===== config.mk =====
export PLATFORM = sky130hd
export DESIGN_NAME = muldiv_unit_flat
export DESIGN_NICKNAME = d
export VERILOG_FILES = /design/src/rtl/muldiv_if.sv /design/src/rtl/muldiv_unit.sv /design/src/flat_wrapper.sv
export SDC_FILE = /design/constraint.sdc
export NUM_CORES = 1
export LEC_CHECK = 0
export BUFFER_PORTS_ARGS = -buffer_cell sky130_fd_sc_hd__buf_2
export CORE_MARGIN = 1
export CORE_UTILIZATION = 40
export CTS_CLUSTER_DIAMETER = 100
export DETAILED_ROUTE_END_ITERATION = 12
export SYNTH_ARGS = -nofsm -noshare
export SYNTH_HDL_FRONTEND = slang
export SYNTH_SLANG_ARGS = --single-unit

===== constraint.sdc =====
create_clock -name clk -period 9.1 [get_ports clk]
set_input_delay 2.275 -clock clk [delete_from_list [all_inputs] [get_ports clk]]
set_output_delay 2.275 -clock clk [all_outputs]
set_load 0.005 [all_outputs]

===== src/rtl/muldiv_if.sv =====
`default_nettype none
// ============================================================================
// Module      : muldiv_if
// Description : Request/result bundle between the EX stage and muldiv_unit.
// Revision    : 1.0
// ============================================================================
interface muldiv_if #(
    parameter int XLEN = 32
);
    logic            start;
    logic [1:0]      op;
    logic [XLEN-1:0] a;
    logic [XLEN-1:0] b;
    logic            flush;
    logic            mthi;
    logic            mtlo;
    logic [XLEN-1:0] wdata;
    logic            busy;
    logic            done;
    logic [XLEN-1:0] hi;
    logic [XLEN-1:0] lo;

    modport master (
        output start, op, a, b, flush, mthi, mtlo, wdata,
        input  busy, done, hi, lo
    );

    modport slave (
        input  start, op, a, b, flush, mthi, mtlo, wdata,
        output busy, done, hi, lo
    );
endinterface
`default_nettype wire


===== src/rtl/muldiv_unit.sv =====
`default_nettype none
// ============================================================================
// Module      : muldiv_unit
// Description : Iterative radix-2 MULT/MULTU/DIV/DIVU sequencer owning HI/LO.
// Revision    : 1.0
// ============================================================================
module muldiv_unit #(
    parameter int XLEN = 32,
    parameter int ITER = 32
) (
    input  wire logic clk,
    input  wire logic rst_n,
    muldiv_if.slave   bus
);
    localparam int CNT_W = $clog2(ITER);

    localparam logic [1:0] S_IDLE = 2'd0;
    localparam logic [1:0] S_CALC = 2'd1;
    localparam logic [1:0] S_FIX  = 2'd2;

    localparam logic [CNT_W-1:0] C_LAST = CNT_W'(ITER - 1);

    logic [1:0]      r_state;
    logic [CNT_W-1:0] r_count;
    logic [1:0]      r_op;
    logic            r_sign_a;
    logic            r_sign_b;
    logic [XLEN-1:0] r_a_orig;
    logic [XLEN-1:0] r_opnd;   // multiplicand (mult) or divisor (div)
    logic [XLEN-1:0] r_acc;    // product upper half or partial remainder
    logic [XLEN-1:0] r_q;      // multiplier shifting out, quotient shifting in
    logic [XLEN-1:0] r_hi;
    logic [XLEN-1:0] r_lo;
    logic            r_done;

    // ------------------------------------------------------------------
    // Operand capture
    // ------------------------------------------------------------------
    logic            w_signed_req;
    logic            w_div_req;
    logic            w_neg_a;
    logic            w_neg_b;
    logic [XLEN-1:0] w_a_mag;
    logic [XLEN-1:0] w_b_mag;

    assign w_signed_req = ~bus.op[0];
    assign w_div_req    = bus.op[1];
    assign w_neg_a      = w_signed_req & bus.a[XLEN-1];
    assign w_neg_b      = w_signed_req & bus.b[XLEN-1];
    assign w_a_mag      = w_neg_a ? (~bus.a + 1'b1) : bus.a;
    assign w_b_mag      = w_neg_b ? (~bus.b + 1'b1) : bus.b;

    // ------------------------------------------------------------------
    // One iteration of shift-add multiply / restoring divide
    // ------------------------------------------------------------------
    logic [XLEN:0]   w_mul_sum;
    logic [XLEN:0]   w_rem_sh;
    logic            w_rem_ge;
    logic [XLEN-1:0] w_rem_sub;

    assign w_mul_sum = {1'b0, r_acc} + (r_q[0] ? {1'b0, r_opnd} : {(XLEN+1){1'b0}});
    assign w_rem_sh  = {r_acc, r_q[XLEN-1]};
    assign w_rem_ge  = (w_rem_sh >= {1'b0, r_opnd});
    // A successful trial always fits in XLEN bits because it is below the divisor.
    assign w_rem_sub = w_rem_sh[XLEN-1:0] - r_opnd;

    // ------------------------------------------------------------------
    // Sign fix-up
    // ------------------------------------------------------------------
    logic            w_is_div;
    logic            w_is_signed;
    logic            w_div_zero;
    logic [2*XLEN-1:0] w_prod;
    logic [2*XLEN-1:0] w_prod_neg;
    logic [XLEN-1:0] w_quo_fix;
    logic [XLEN-1:0] w_rem_fix;
    logic [XLEN-1:0] w_hi_next;
    logic [XLEN-1:0] w_lo_next;

    assign w_is_div    = r_op[1];
    assign w_is_signed = ~r_op[0];
    assign w_div_zero  = (r_opnd == '0);
    assign w_prod      = {r_acc, r_q};
    assign w_prod_neg  = ~w_prod + 1'b1;
    assign w_quo_fix   = (w_is_signed & (r_sign_a ^ r_sign_b)) ? (~r_q + 1'b1) : r_q;
    assign w_rem_fix   = (w_is_signed & r_sign_a) ? (~r_acc + 1'b1) : r_acc;

    always_comb begin
        w_hi_next = w_prod[2*XLEN-1:XLEN];
        w_lo_next = w_prod[XLEN-1:0];
        if (w_is_div) begin
            if (w_div_zero) begin
                // Divide by zero reports the untouched dividend and an all-ones quotient.
                w_hi_next = r_a_orig;
                w_lo_next = '1;
            end else begin
                w_hi_next = w_rem_fix;
                w_lo_next = w_quo_fix;
            end
        end else if (w_is_signed & (r_sign_a ^ r_sign_b)) begin
            w_hi_next = w_prod_neg[2*XLEN-1:XLEN];
            w_lo_next = w_prod_neg[XLEN-1:0];
        end
    end

    // ------------------------------------------------------------------
    // Sequencer
    // ------------------------------------------------------------------
    always_ff @(posedge clk or negedge rst_n) begin
        if (!rst_n) begin
            r_state  <= S_IDLE;
            r_count  <= '0;
            r_op     <= '0;
            r_sign_a <= 1'b0;
            r_sign_b <= 1'b0;
            r_a_orig <= '0;
            r_opnd   <= '0;
            r_acc    <= '0;
            r_q      <= '0;
            r_hi     <= '0;
            r_lo     <= '0;
            r_done   <= 1'b0;
        end else begin
            r_done <= 1'b0;
            case (r_state)
                S_IDLE: begin
                    if (bus.start && !bus.flush) begin
                        r_state  <= S_CALC;
                        r_count  <= '0;
                        r_op     <= bus.op;
                        r_sign_a <= w_neg_a;
                        r_sign_b <= w_neg_b;
                        r_a_orig <= bus.a;
                        r_acc    <= '0;
                        r_opnd   <= w_div_req ? w_b_mag : w_a_mag;
                        r_q      <= w_div_req ? w_a_mag : w_b_mag;
                    end else begin
                        if (bus.mthi) r_hi <= bus.wdata;
                        if (bus.mtlo) r_lo <= bus.wdata;
                    end
                end
                S_CALC: begin
                    if (bus.flush) begin
                        r_state <= S_IDLE;
                    end else begin
                        if (w_is_div) begin
                            r_acc <= w_rem_ge ? w_rem_sub : w_rem_sh[XLEN-1:0];
                            r_q   <= {r_q[XLEN-2:0], w_rem_ge};
                        end else begin
                            r_acc <= w_mul_sum[XLEN:1];
                            r_q   <= {w_mul_sum[0], r_q[XLEN-1:1]};
                        end
                        r_count <= r_count + 1'b1;
                        if (r_count == C_LAST) r_state <= S_FIX;
                    end
                end
                S_FIX: begin
                    r_state <= S_IDLE;
                    if (!bus.flush) begin
                        r_hi   <= w_hi_next;
                        r_lo   <= w_lo_next;
                        r_done <= 1'b1;
                    end
                end
                default: r_state <= S_IDLE;
            endcase
        end
    end

    assign bus.busy = (r_state != S_IDLE);
    assign bus.done = r_done;
    assign bus.hi   = r_hi;
    assign bus.lo   = r_lo;
endmodule
`default_nettype wire


===== src/flat_wrapper.sv =====
// flat-port wrapper written by rule: the top's interface ports become plain ports
module muldiv_unit_flat 
#(
    parameter int XLEN = 32,
    parameter int ITER = 32
)
  (clk, rst_n, bus_start, bus_op, bus_a, bus_b, bus_flush, bus_mthi, bus_mtlo, bus_wdata, bus_busy, bus_done, bus_hi, bus_lo);
  muldiv_if #(.XLEN(XLEN)) bus_i ();
  input  wire logic clk;
  input  wire logic rst_n;
  input wire logic [$bits(bus_i.start)-1:0] bus_start;
  input wire logic [$bits(bus_i.op)-1:0] bus_op;
  input wire logic [$bits(bus_i.a)-1:0] bus_a;
  input wire logic [$bits(bus_i.b)-1:0] bus_b;
  input wire logic [$bits(bus_i.flush)-1:0] bus_flush;
  input wire logic [$bits(bus_i.mthi)-1:0] bus_mthi;
  input wire logic [$bits(bus_i.mtlo)-1:0] bus_mtlo;
  input wire logic [$bits(bus_i.wdata)-1:0] bus_wdata;
  output wire logic [$bits(bus_i.busy)-1:0] bus_busy;
  output wire logic [$bits(bus_i.done)-1:0] bus_done;
  output wire logic [$bits(bus_i.hi)-1:0] bus_hi;
  output wire logic [$bits(bus_i.lo)-1:0] bus_lo;
  assign bus_i.start = bus_start;
  assign bus_i.op = bus_op;
  assign bus_i.a = bus_a;
  assign bus_i.b = bus_b;
  assign bus_i.flush = bus_flush;
  assign bus_i.mthi = bus_mthi;
  assign bus_i.mtlo = bus_mtlo;
  assign bus_i.wdata = bus_wdata;
  assign bus_busy = bus_i.busy;
  assign bus_done = bus_i.done;
  assign bus_hi = bus_i.hi;
  assign bus_lo = bus_i.lo;
  muldiv_unit #(.XLEN(XLEN), .ITER(ITER)) u_core (.clk(clk), .rst_n(rst_n), .bus(bus_i));
endmodule

Word-level counts from Yosys, hierarchy flattened
Cells that the tools add are included.
W data, S select, Z words.

word-level totals
  word-level logic and storage cells = 94
  flip-flop bits (word level) = 204

cells by class
  bitwise operators = 12
  equality and inequality tests = 10
  reductions and logical operators = 12
  muxes and demuxes = 39
  add/sub/neg operators = 8
  magnitude comparators = 1

operators by type and width
  kind                     number
  $mux W32                 26
  $pmux W32 S2             4
  $add A32 B1 Y32 const B  4
  $not A32 Y32             4
  $add A64 B1 Y64 const B  1
  $not A64 Y64             1
  $add A32 B33 Y33         1
  $ge A33 B32 Y1           1
  $logic_not A32 Y1        1
  $sub A32 B32 Y32         1
  $mux W5                  2
  $ne A2 B2 Y1 const B     5
  $pmux W5 S2              1
  $reduce_and A4 Y1        2
  $mux W2                  3
  $reduce_bool A2 Y1       3
  $add A5 B1 Y5 const B    1
  $eq A5 B5 Y1 const B     1
  $and A1 B1 Y1            4
  $pmux W2 S2              1
  $reduce_and A2 Y1        2
  $ne A3 B2 Y1 const B     1
  $reduce_and A3 Y1        1
  $eq A2 B1 Y1 const B     1
  other kinds (8)          10

Depth between registers and ports, before layout
  depth in word-level cells = 7
  gate-level depth with buffers = 15
  gate-level depth less buffers = 14

Least setup slack after synthesis
No wires, ideal clock.

  path type = input to register
  start = in bus_b[4]
  end = reg u_core.r_opnd[30]
  library setup time = 131 ps
  setup slack = 4,658 ps
  data arrival time = 4,311 ps
  stages = 9
  required time = 8,969 ps
  cell sequence = or4_4 nor4b_4 and2_1 nor4b_4 nand2_1 o41ai_1 xnor2_1 o211ai_1 o21ai_0

on the way
  word-level cells in the longest chain between the ends = 4

RTL lines
  what                  line                source
  start, declared       flat_wrapper.sv:14  input wire logic [$bits(bus_i.b)-1:0] bus_b;
  $not A32 Y32          muldiv_unit.sv:51   assign w_b_mag = w_neg_b ? (~bus.b + 1'b1) : bus.b;
  $add A32 B1 Y32       muldiv_unit.sv:51
  $mux W32              muldiv_unit.sv:51
  $mux W32              muldiv_unit.sv:135  r_opnd <= w_div_req ? w_b_mag : w_a_mag;
  end signal, assigned  muldiv_unit.sv:135
  end, declared         muldiv_unit.sv:29   logic [XLEN-1:0] r_opnd;

No other way between the ends.
A chain may end at the register's enable or synchronous reset.

Worst setup path in the final report
  start = in bus_b[4]
  end = reg u_core.r_opnd[29]

The elaborated chain is that of the path after synthesis.

==> results.py <==
metrics = {
    "critical_path": {
        "r2r-end": "u_core.r_acc[30]",
        "worstPathCellList": "buf_2 -> or4_4 -> nor4_4 -> nand3_1 -> nor4_1 -> nand2_1 -> o31ai_1 -> xnor2_1 -> a21oi_1 -> o21ai_0",
        "arrival_ns": 5.18,
        "critPathSlowestCell": "nor4_1",
        "crit_path_start_kind": "primary input",
        "reg2reg_depth": 13,
        "cp.required_ns": 9.57,
        "path_max_fanout": 4,
        "worst-r2r-setup-slack_ns": 4.58,
        "critPathCaptureType": "flop",
        "slowest_delay_ns": 0.74,
        "critical_path.top_delay_family": "simple AND/OR/NAND/NOR gates",
        "critPathKind": "in -> reg",
        "r2r_start": "u_core.r_q[31]",
        "critPathBufInv": 1,
    },
    "clocking": {
        "cts-htree-levels": 1,
        "ctsHoldBuffers": 0,
        "clock_sinks": 204,
        "clk_path_buf_depth": 3,
        "cts_buffers": 26,
        "cts.clk_slew.worst_paths_ns": 0.06,
        "cts_resized": 0,
        "clk-insertion-delay-late_ns": 0.56,
        "root_buffer": "clkbuf_16",
        "cts_tree": "done",
        "post_cts_buffers": 0,
    },
    "drt": {
        "remaining_drc_errors": 0,
        "wl_mm": 66.24,
        "drtAntennaViolNets": 0,
        "vias_per_cell": 6.020,
        "drtIter0Drc": 1891,
        "vias": 17530,
        "wl_per_cell_microns": 22.75,
        "dr.pass1.iters": 6,
    },
    "global_route": {
        "antenna_found_initial": 1,
        "grt_first_pass_wirelength_mm": 100.0,
        "grt_pass1_vias": 16310,
        "grt_max_degree": 103,
        "gr-total-overflow": 0,
        "groute.usage.overall_pct": 29.65,
    },
    "hold_path": {
        "hold_end": "u_core.bus.lo[25]",
        "hold_start": "u_core.bus.lo[25]",
        "whs_path_depth": 2,
        "hold_class": "reg -> reg",
    },
    "timing": {
        "hold_viol": 0,
        "worstMarginPinSlew_ns": 1.232,
        "maxSlewViolCount": 0,
        "skew_ns": 0.02834,
        "fmax_mhz": 212.5,
        "finalSetupViolCount": 0,
        "rsz0062_at_grt": "no",
        "min_period_ns": 4.706,
        "relSlewSlack_pct": 17.59,
        "fin_crit_sh_pct": 51.71,
        "final.setup.tns_ns": 0,
    },
    "pwr": {
        "ir_drop_mv": 0.1522,
        "power_leakage_uw": 0.008464,
        "p_per_area_nw_per_um2": 294.8,
    },
    "floorplanning": {
        "die_y_microns": 209.4,
        "die-area_sq_um": 43860,
        "num_rows": 75,
        "die_w_microns": 209.4,
        "start_util_pct": 40.75,
        "ioPinCount": 170,
        "fp.coreArea_sq_um": 42230,
    },
    "logic_synthesis": {
        "netlist-cell-type-count": 84,
        "async_reset_ff_share_pct": 100.0,
        "post-synth-top-count-cell": "nand2_1",
        "ys_top_cells_by_count": "nand2_1 (309), nor2_1 (254), o21ai_0 (242)",
        "ys.flop_type": "dfrtp_1",
        "yosys.area.top_type": "dfrtp_1",
        "synth_area_per_cell_sq_um": 7.505,
        "synth_seq_cells": 204,
        "synthTopCellsByArea": "dfrtp_1 (30%), o21ai_0 (7.0%), a21oi_1 (7.0%), nand2_1 (6.7%), xnor2_1 (5.9%)",
        "synth_edf_count": 0,
        "yosys.area.top_type_share_pct": 29.66,
        "synthesis.area_sq_um": 17210,
        "syn-instance-count": 2293,
        "seq_area_frac_synth_pct": 29.66,
        "ys.warnings.count": 0,
        "syn-num-nets": 2469,
    },
    "final_layout": {
        "finalNetCount": 2529,
        "fin_cells": 2912,
        "drive_above_1_share_pct": 12.22,
        "area_delta_synth_final_pct": 11.89,
        "diodes": 0,
    },
    "placed_design": {
        "io_buffers": 169,
        "gp_congestion": 0.9854,
        "dp_hpwl_mm": 50.17,
        "place_inst": 2864,
    },
    "flow_run": {
        "drv_cap": 0,
    },
    "status": {
        "status": "finished clean",
    },
}
[layer usage]
metal | global-route usage (%) | vias up | routed length [microns]
met3 | 4.115 | 108 | 5368
li1 | - | 8245 | -
met4 | 8.570 | 2 | 2057
met2 | 46.09 | 808 | 29230
met5 | 0 | - | 53
met1 | 42.68 | 8367 | 29540
[stage by stage]
step | setup WS [ns] | hold slack (ns) | area [sq um] | utilization [%] | power, uW
finish | 4.394 | 0.4700 | 19260 | 45.60 | 5677
global placement | 3.907 | 0.4618 | 18320 | 43.38 | 4445
CTS | 4.456 | 0.4796 | 19260 | 45.60 | 5620
global route | 4.254 | 0.4949 | 19260 | 45.60 | 6040
floorplan | 4.658 | 0.4404 | 17210 | - | 3593
detailed placement | 3.868 | 0.4663 | 18320 | 43.38 | 4471
[worst reg2reg max path, cell delays in order (launching register included)]
cell and delay [ns]:
dfrtp_1 0.45, inv_1 0.22, ha_1 0.23, inv_1 0.06
fa_1 0.39, a21oi_1 0.23, o22ai_1 0.21, o311ai_0 0.97
o211ai_1 0.20, o211ai_1 0.20, o21ai_0 0.24, a2111oi_0 0.54
o41ai_1 0.16, a311oi_1 0.32
[layout make-up]
| class | instances | area [sq um] |
|---|---|---|
| fillers | 4274 | 22970 |
| multi-input cells | 1857 | 11220 |
| flip-flops and latches | 204 | 5109 |
| repair buffers | 196 | 1057 |
| clock buffers | 36 | 769.5 |
| well taps | 539 | 674.4 |
| inverters | 68 | 255.2 |
| clock inverters | 12 | 166.4 |
[cell families (layout without fill, tap and decap cells)]
group | Yosys count | count (layout) | synth area share [%]
and+or+nand+nor | 798 | 798 | 21.19
adders and majority gates | 72 | 72 | 5.322
AOI/OAI and AO/OA | 732 | 732 | 25.13
buffers and inverters | 232 | 312 | 5.271
muxes | 53 | 53 | 3.141
xor gates and xnor gates | 202 | 202 | 10.28
DFF | 204 | 204 | 29.66
[power by group]
group / switching, uW / internal [uW]
registers: 467 / 1120
logic: 1760 / 1190
clock network: 433 / 702
total: 2660 / 3020
[flip-flops by register name, summed over array words and instances, names as in the netlist]
signal           flops
u_core.r_state       2
u_core.r_sign_b      1
u_core.r_count       5
u_core.bus.lo       32
u_core.r_acc        32
u_core.bus.done      1
u_core.r_a_orig     32
u_core.bus.hi       32
u_core.r_sign_a      1
u_core.r_opnd       32
u_core.r_q          32
u_core.r_op          2
[worst max-delay path by stage]
stage	from	end	slack (ns)	depth (start not counted)
after floorplan	bus_b[4]	u_core.r_opnd[30]	4.66	9
after global placement	bus_b[4]	u_core.r_opnd[29]	3.91	10
after detailed placement	bus_b[4]	u_core.r_opnd[29]	3.87	10
after CTS	bus_b[4]	u_core.r_opnd[29]	4.46	10
after global routing	bus_b[4]	u_core.r_opnd[29]	4.25	10
final	bus_b[4]	u_core.r_opnd[29]	4.39	10
[cell usage in the layout, fill, tap and decap left out, types with 16 or more instances in the layout]
cell type and instances:
nand3_1 31, a21o_1 21, nor2_1 251, mux2i_1 45
nor4_1 25, o31ai_1 18, nor3_1 50, o21ai_0 242
a211oi_1 23, a21oi_1 240, clkbuf_16 27, o22ai_1 44
dfrtp_1 203, nand2_1 308, a31oi_1 21, nand2b_1 21
ha_1 70, nand4_1 16, o211ai_1 22, buf_4 27
inv_1 66, buf_2 168, xor2_1 87, xnor2_1 115
Power figures use the tool's default switching activity.
